**config.mk**
```make
export PLATFORM = sky130hd
export DESIGN_NAME = uart_fifo_ctrl
export DESIGN_NICKNAME = d
export VERILOG_FILES = /design/src/rtl/uart_pkg.sv /design/src/rtl/uart_fifo_ctrl.sv
export SDC_FILE = /design/constraint.sdc
export NUM_CORES = 1
export LEC_CHECK = 0
export CAP_MARGIN = 20
export CORE_UTILIZATION = 30
export CTS_BUF_LIST = sky130_fd_sc_hd__clkbuf_2
export DETAILED_ROUTE_END_ITERATION = 8
export GPL_TIMING_DRIVEN = 0
export PLACE_DENSITY = 0.6
export SYNTH_ARGS = -nofsm -noshare
export SYNTH_HDL_FRONTEND = slang
export SYNTH_SLANG_ARGS = --single-unit
export TNS_END_PERCENT = 1
```
**constraint.sdc**
```tcl
create_clock -name clk -period 3.75 [get_ports clk]
set_input_delay 0.375 -clock clk [delete_from_list [all_inputs] [get_ports clk]]
set_output_delay 0.375 -clock clk [all_outputs]
set_load 0.03 [all_outputs]
```
**src/rtl/uart_pkg.sv**
```systemverilog
// uart_pkg
// Shared defaults for the UART byte-queue blocks.
//   ADDR_WIDTH : BRAM address width of the receive queue
//   DATA_WIDTH : byte width
//   DEPTH      : number of BRAM entries, 1 << ADDR_WIDTH
package uart_pkg;

  localparam int unsigned ADDR_WIDTH = 9;
  localparam int unsigned DATA_WIDTH = 8;
  localparam int unsigned DEPTH      = 1 << ADDR_WIDTH;

endpackage

```
**src/rtl/uart_fifo_ctrl.sv**
```systemverilog
// uart_fifo_ctrl
// Valid/ready byte queue built on an external single-port BRAM with a
// registered read. Owns the pointers, occupancy and port arbitration, and
// holds the head byte in an output register for the consumer.
// Ports:
//   clk, rst_n             : clock, asynchronous active-low reset
//   in_data/in_valid       : byte stream from the UART receiver
//   in_ready               : space available (depends on registered state only)
//   out_data/out_valid     : registered head byte
//   out_ready              : consumer takes out_data this cycle
//   flush                  : synchronous empty of the whole queue
//   clr_overflow, overflow : sticky dropped-write flag and its clear
//   level                  : bytes held (BRAM + in flight + output register)
//   mem_addr/mem_wd/mem_wen: BRAM port controls
//   mem_rd                 : BRAM read data, one cycle after mem_addr
module uart_fifo_ctrl #(
  parameter int unsigned ADDR_WIDTH = uart_pkg::ADDR_WIDTH,
  parameter int unsigned DATA_WIDTH = uart_pkg::DATA_WIDTH
) (
  input  logic                  clk,
  input  logic                  rst_n,
  input  logic [DATA_WIDTH-1:0] in_data,
  input  logic                  in_valid,
  output logic                  in_ready,
  output logic [DATA_WIDTH-1:0] out_data,
  output logic                  out_valid,
  input  logic                  out_ready,
  input  logic                  flush,
  input  logic                  clr_overflow,
  output logic                  overflow,
  output logic [ADDR_WIDTH:0]   level,
  output logic [ADDR_WIDTH-1:0] mem_addr,
  output logic [DATA_WIDTH-1:0] mem_wd,
  output logic                  mem_wen,
  input  logic [DATA_WIDTH-1:0] mem_rd
);

  // mem_count value meaning "every BRAM entry is occupied"
  localparam logic [ADDR_WIDTH:0] FULL_COUNT = {1'b1, {ADDR_WIDTH{1'b0}}};

  logic [ADDR_WIDTH-1:0] wptr;
  logic [ADDR_WIDTH-1:0] rptr;
  logic [ADDR_WIDTH:0]   mem_count;
  logic                  rd_pending;

  logic wr;
  logic rd_issue;
  logic drop;

  // Port arbitration. The receiver cannot stall, so a write always owns the
  // single BRAM port; a read is only issued in a cycle without a write and
  // only when the output register will be free by the time data returns.
  always_comb begin
    in_ready = (mem_count != FULL_COUNT);
    wr       = in_valid && in_ready && !flush;
    rd_issue = (mem_count != '0) && !rd_pending && (!out_valid || out_ready)
               && !wr && !flush;
    drop     = in_valid && !in_ready;

    mem_wen  = wr;
    mem_addr = wr ? wptr : rptr;
    mem_wd   = in_data;

    level    = mem_count
             + {{ADDR_WIDTH{1'b0}}, rd_pending}
             + {{ADDR_WIDTH{1'b0}}, out_valid};
  end

  // Pointers and occupancy. wr and rd_issue are exclusive, so mem_count
  // never moves in both directions in one cycle.
  always_ff @(posedge clk or negedge rst_n) begin
    if (!rst_n) begin
      wptr       <= '0;
      rptr       <= '0;
      mem_count  <= '0;
      rd_pending <= 1'b0;
    end else if (flush) begin
      wptr       <= '0;
      rptr       <= '0;
      mem_count  <= '0;
      rd_pending <= 1'b0;
    end else begin
      if (wr) begin
        wptr      <= wptr + 1'b1;
        mem_count <= mem_count + 1'b1;
      end else if (rd_issue) begin
        rptr      <= rptr + 1'b1;
        mem_count <= mem_count - 1'b1;
      end
      // rd_issue requires !rd_pending, so this also retires a capture
      rd_pending <= rd_issue;
    end
  end

  // Output register. A capture only happens when out_valid is already low
  // (or being popped at issue time), so capture and pop never collide.
  always_ff @(posedge clk or negedge rst_n) begin
    if (!rst_n) begin
      out_data  <= '0;
      out_valid <= 1'b0;
    end else if (flush) begin
      out_valid <= 1'b0;
    end else if (rd_pending) begin
      out_data  <= mem_rd;
      out_valid <= 1'b1;
    end else if (out_valid && out_ready) begin
      out_valid <= 1'b0;
    end
  end

  // Sticky overflow; a new drop outranks a simultaneous clear. Flush leaves
  // the flag alone so software still sees that data was lost.
  always_ff @(posedge clk or negedge rst_n) begin
    if (!rst_n) begin
      overflow <= 1'b0;
    end else if (drop) begin
      overflow <= 1'b1;
    end else if (clr_overflow) begin
      overflow <= 1'b0;
    end
  end

endmodule

```
==> impl_metrics.env <==
export IMPL_cp_start_kind="flop"
export IMPL_hold_ws_ns=0.312
export IMPL_seq_area_frac_synth=0.389
export IMPL_drtPass1Iterations=4
export IMPL_multi_input_area_um2=1410
export IMPL_drcViolationCount=0
export IMPL_endpoint="mem_count[9]"
export IMPL_ys_flop_type="dfrtp_1"
export IMPL_power_density_nw_per_um2=641
export IMPL_routedWlPerCell_um=13.0
export IMPL_cts_root_buf="clkbuf_2"
export IMPL_synth_distinct_cells=44
export IMPL_finClkSkew_ns=0.0142
export IMPL_initial_core_util=0.317
export IMPL_grt_overflow_total=0
export IMPL_die_y_um=93.5
export IMPL_synthXorXnorAreaFrac=0.105
export IMPL_insertion_delay_ns=0.40
export IMPL_internal_power_uw=1150
export IMPL_row_count=32
export IMPL_worstPathCellList="nor4_4 -> a41oi_4 -> nor2b_4 -> buf_6 -> clkinvlp_4 -> ha_1 -> o21ai_0 -> o21bai_1 -> o21ai_0 -> o21ai_0 -> mux2i_1 -> mux2_2"
export IMPL_numCtsBuffers=5
export IMPL_crit_fanout=10
export IMPL_hold_class="input port to async pin"
export IMPL_dp_cells=395
export IMPL_synthArstFlopShare=1.00
export IMPL_syn_area_um2=2510
export IMPL_place_area_um2=3160
export IMPL_ant_nets=0
export IMPL_final_cell_mix="clkdlybuf4s50_1 (50), dfrtp_1 (35), nor2_1 (33)"
export IMPL_setup_viol=0
export IMPL_relSlewSlack=0.579
export IMPL_port_buffer_count=51
export IMPL_cp_data_required_time_ns=4.08
export IMPL_path_common_cell="o21ai_0"
export IMPL_nFillCells=790
export IMPL_dieArea_um2=8740
export IMPL_clkPwrFrac=0.094
export IMPL_drive_above_1_share=0.192
export IMPL_path_delay_family="compound AO/OA/AOI/OAI gates"
export IMPL_io_pins=61
export IMPL_seq_power_share=0.319
export IMPL_finalMaxSlewViolations=0
export IMPL_power_total_uw=2080
export IMPL_final_common_cell="clkdlybuf4s50_1"
export IMPL_grt_pass1_vias=1815
export IMPL_cp_buffers_inverters=2
export IMPL_final_area_um2=3240
export IMPL_arrival_ns=3.86
export IMPL_viasPerCell=4.81
export IMPL_synth_top_family_by_area="simple AND/OR/NAND/NOR gates"
export IMPL_ys_ff_latch=39
export IMPL_cts_tree="yes"
export IMPL_r2r_cells=12
export IMPL_die_w_um=93.5
export IMPL_synthMuxAreaShare=0.125
export IMPL_hpwl_mm=3.97
export IMPL_drtIter0Drc=77
export IMPL_layout_setup_ws_ns=0.216
export IMPL_yosys_top_cells_area="dfrtp_1 (39%), ha_1 (5.5%), xnor2_1 (5.2%)"
export IMPL_r2r_slack_ns=0.22
export IMPL_yosysTopAreaCell="dfrtp_1"
export IMPL_final_seq_area_um2=981
export IMPL_cts_setup_buffers=0
export IMPL_cap_violations=0
export IMPL_instances_no_fill=404
export IMPL_h_tree_depth=2
export IMPL_fmax_ghz=0.283
export IMPL_synth_compound_area_share=0.105
export IMPL_status="completed"
export IMPL_synth_area_per_cell_um2=10.4
export IMPL_synthesis_nets=276
export IMPL_synth_fa_ha_area_frac=0.0708
export IMPL_p_comb_frac=0.587
export IMPL_power_switching_uw=933
export IMPL_crit_start="mem_count[5]"
export IMPL_synth_edf_count=0
export IMPL_grt_max_degree=34
export IMPL_r2r_end="mem_count[9]"
export IMPL_worst_pin_slew_ns=0.630
export IMPL_area_growth_pct=29.2
export IMPL_nets=336
export IMPL_critPathCaptureType="flop"
export IMPL_cts_sinks=39
export IMPL_p_sw_frac=0.448
export IMPL_preCtsSetupSlack_ns=-0.173
export IMPL_power_leakage_uw=0.00140
export IMPL_drt_total_wl_mm=5.24
export IMPL_crit_slowest_cell="dfrtp_1"
export IMPL_yosys_area_share_simple=0.150
export IMPL_synth_top_cell_area_share=0.389
export IMPL_track_usage=0.128
export IMPL_gp_congestion=0.760
export IMPL_vias=1942
export IMPL_n_antenna_cell=0
export IMPL_antenna_found_initial=0
export IMPL_ir_worst_vdd_mv=0.150
export IMPL_cp_depth=12
export IMPL_critical_path_class="flop to flop"
export IMPL_max_clock_path_buffers=2
export IMPL_r2r_start="mem_count[5]"
export IMPL_period_needed_ns=3.53
export IMPL_cp_slowest_stage_delay_ns=0.56
export IMPL_clkTransAtPathRegs_ns=0.22
export IMPL_grt_pass1_wl_mm=8.67
export IMPL_ys_warn_count=0
export IMPL_syn_inst=241
export IMPL_post_route_period_util=0.942
export IMPL_hold_viol_final=0
export IMPL_core_um2=7930
worst register-to-register path, cell delays in order, from the launching register on:
cell and delay [ns]:
dfrtp_1 0.56, nor4_4 0.11, a41oi_4 0.36, nor2b_4 0.24
buf_6 0.19, clkinvlp_4 0.24, ha_1 0.44, o21ai_0 0.11
o21bai_1 0.19, o21ai_0 0.17, o21ai_0 0.29, mux2i_1 0.23
mux2_2 0.34
final cells by class:
class | instances | share of cell area
multi-input cells | 178 | 0.435
flip-flops and latches | 39 | 0.302
repair buffers | 53 | 0.165
well taps | 102 | 0.0394
plain buffers | 15 | 0.0328
inverters | 9 | 0.0116
clock buffers | 5 | 0.00772
clock inverters | 3 | 0.00617
synthesized netlist by cell type, types with 2 or more instances:
| library cell | n |
|---|---|
| buf_6 | 2 |
| clkbuf_1 | 2 |
| a21oi_1 | 9 |
| nand2_1 | 12 |
| a211oi_2 | 4 |
| o21ai_0 | 8 |
| fa_1 | 2 |
| xnor2_1 | 15 |
| inv_1 | 9 |
| a21o_1 | 2 |
| ha_1 | 11 |
| nor2b_1 | 3 |
| dfrtp_1 | 39 |
| nand4_1 | 9 |
| nand3_1 | 3 |
| nor2_1 | 33 |
| buf_4 | 9 |
| mux2_4 | 8 |
| mux2_2 | 10 |
| a211oi_1 | 2 |
| and3_1 | 4 |
| xor2_1 | 15 |
| mux2i_1 | 8 |
| or3_1 | 2 |
state kept, by name, indices dropped and copies added (netlist names):
name / cells
rptr: 9
rd_pending: 1
out_valid: 1
mem_count: 10
overflow: 1
out_data: 8
wptr: 9
cell families (layout without fill, tap and decap cells):
kind of cell,after synthesis,count (layout)
xor gates and xnor gates,30,30
muxes,26,26
adders and majority gates,13,13
and+or+nand+nor,73,73
AOI/OAI and AO/OA,36,36
DFF,39,39
buffers and inverters,24,85
power by group through the flow:
| stage | Sequential [uW] | Clock (uW) | Combinational (uW) |
|---|---|---|---|
| 2_1_floorplan | 726 | 0 | 782 |
| 3_3_place_gp | 661 | 0 | 1190 |
| 3_5_place_dp | 666 | 0 | 1220 |
| 4_1_cts | 657 | 214 | 1220 |
| 5_1_grt | 681 | 225 | 1330 |
| 6_report | 662 | 196 | 1220 |
worst min-delay path by stage:
| stage | from | endpoint | slack, ns | cells past startpoint |
|---|---|---|---|---|
| 2_1_floorplan | rst_n | mem_count[0] | 0.08 | 0 |
| 3_3_place_gp | out_data[5] | out_data[5] | 0.49 | 1 |
| 3_5_place_dp | rst_n | mem_count[6] | 0.25 | 1 |
| 4_1_cts | rst_n | mem_count[6] | 0.28 | 2 |
| 5_1_grt | rst_n | mem_count[6] | 0.31 | 2 |
| 6_report | rst_n | mem_count[6] | 0.31 | 2 |
metrics by stage:
stage          setup TNS [ns]   util
4_1_cts                     0  0.406
3_5_place_dp           -0.173  0.399
2_1_floorplan               0      -
6_report                    0  0.409
5_1_grt              -0.00528  0.409
3_3_place_gp           -0.171  0.397
layer usage:
| layer | GRT usage | up-vias | wire length, um |
|---|---|---|---|
| li1 | - | 953 | - |
| met1 | 0.170 | 932 | 2470 |
| met2 | 0.207 | 51 | 2440 |
| met3 | 0.0276 | 6 | 257 |
| met4 | 0.0385 | 0 | 71 |
| met5 | 0 | - | 0 |
timing repair:
| action | 4_1_cts | 5_1_grt |
|---|---|---|
| setup endpoints to repair | 0 | 1 |
| hold endpoints to repair | 6 | 0 |
| hold buffers | 1 | 0 |
| gates resized for setup | 0 | 7 |
(Power assumes the default switching activity.)
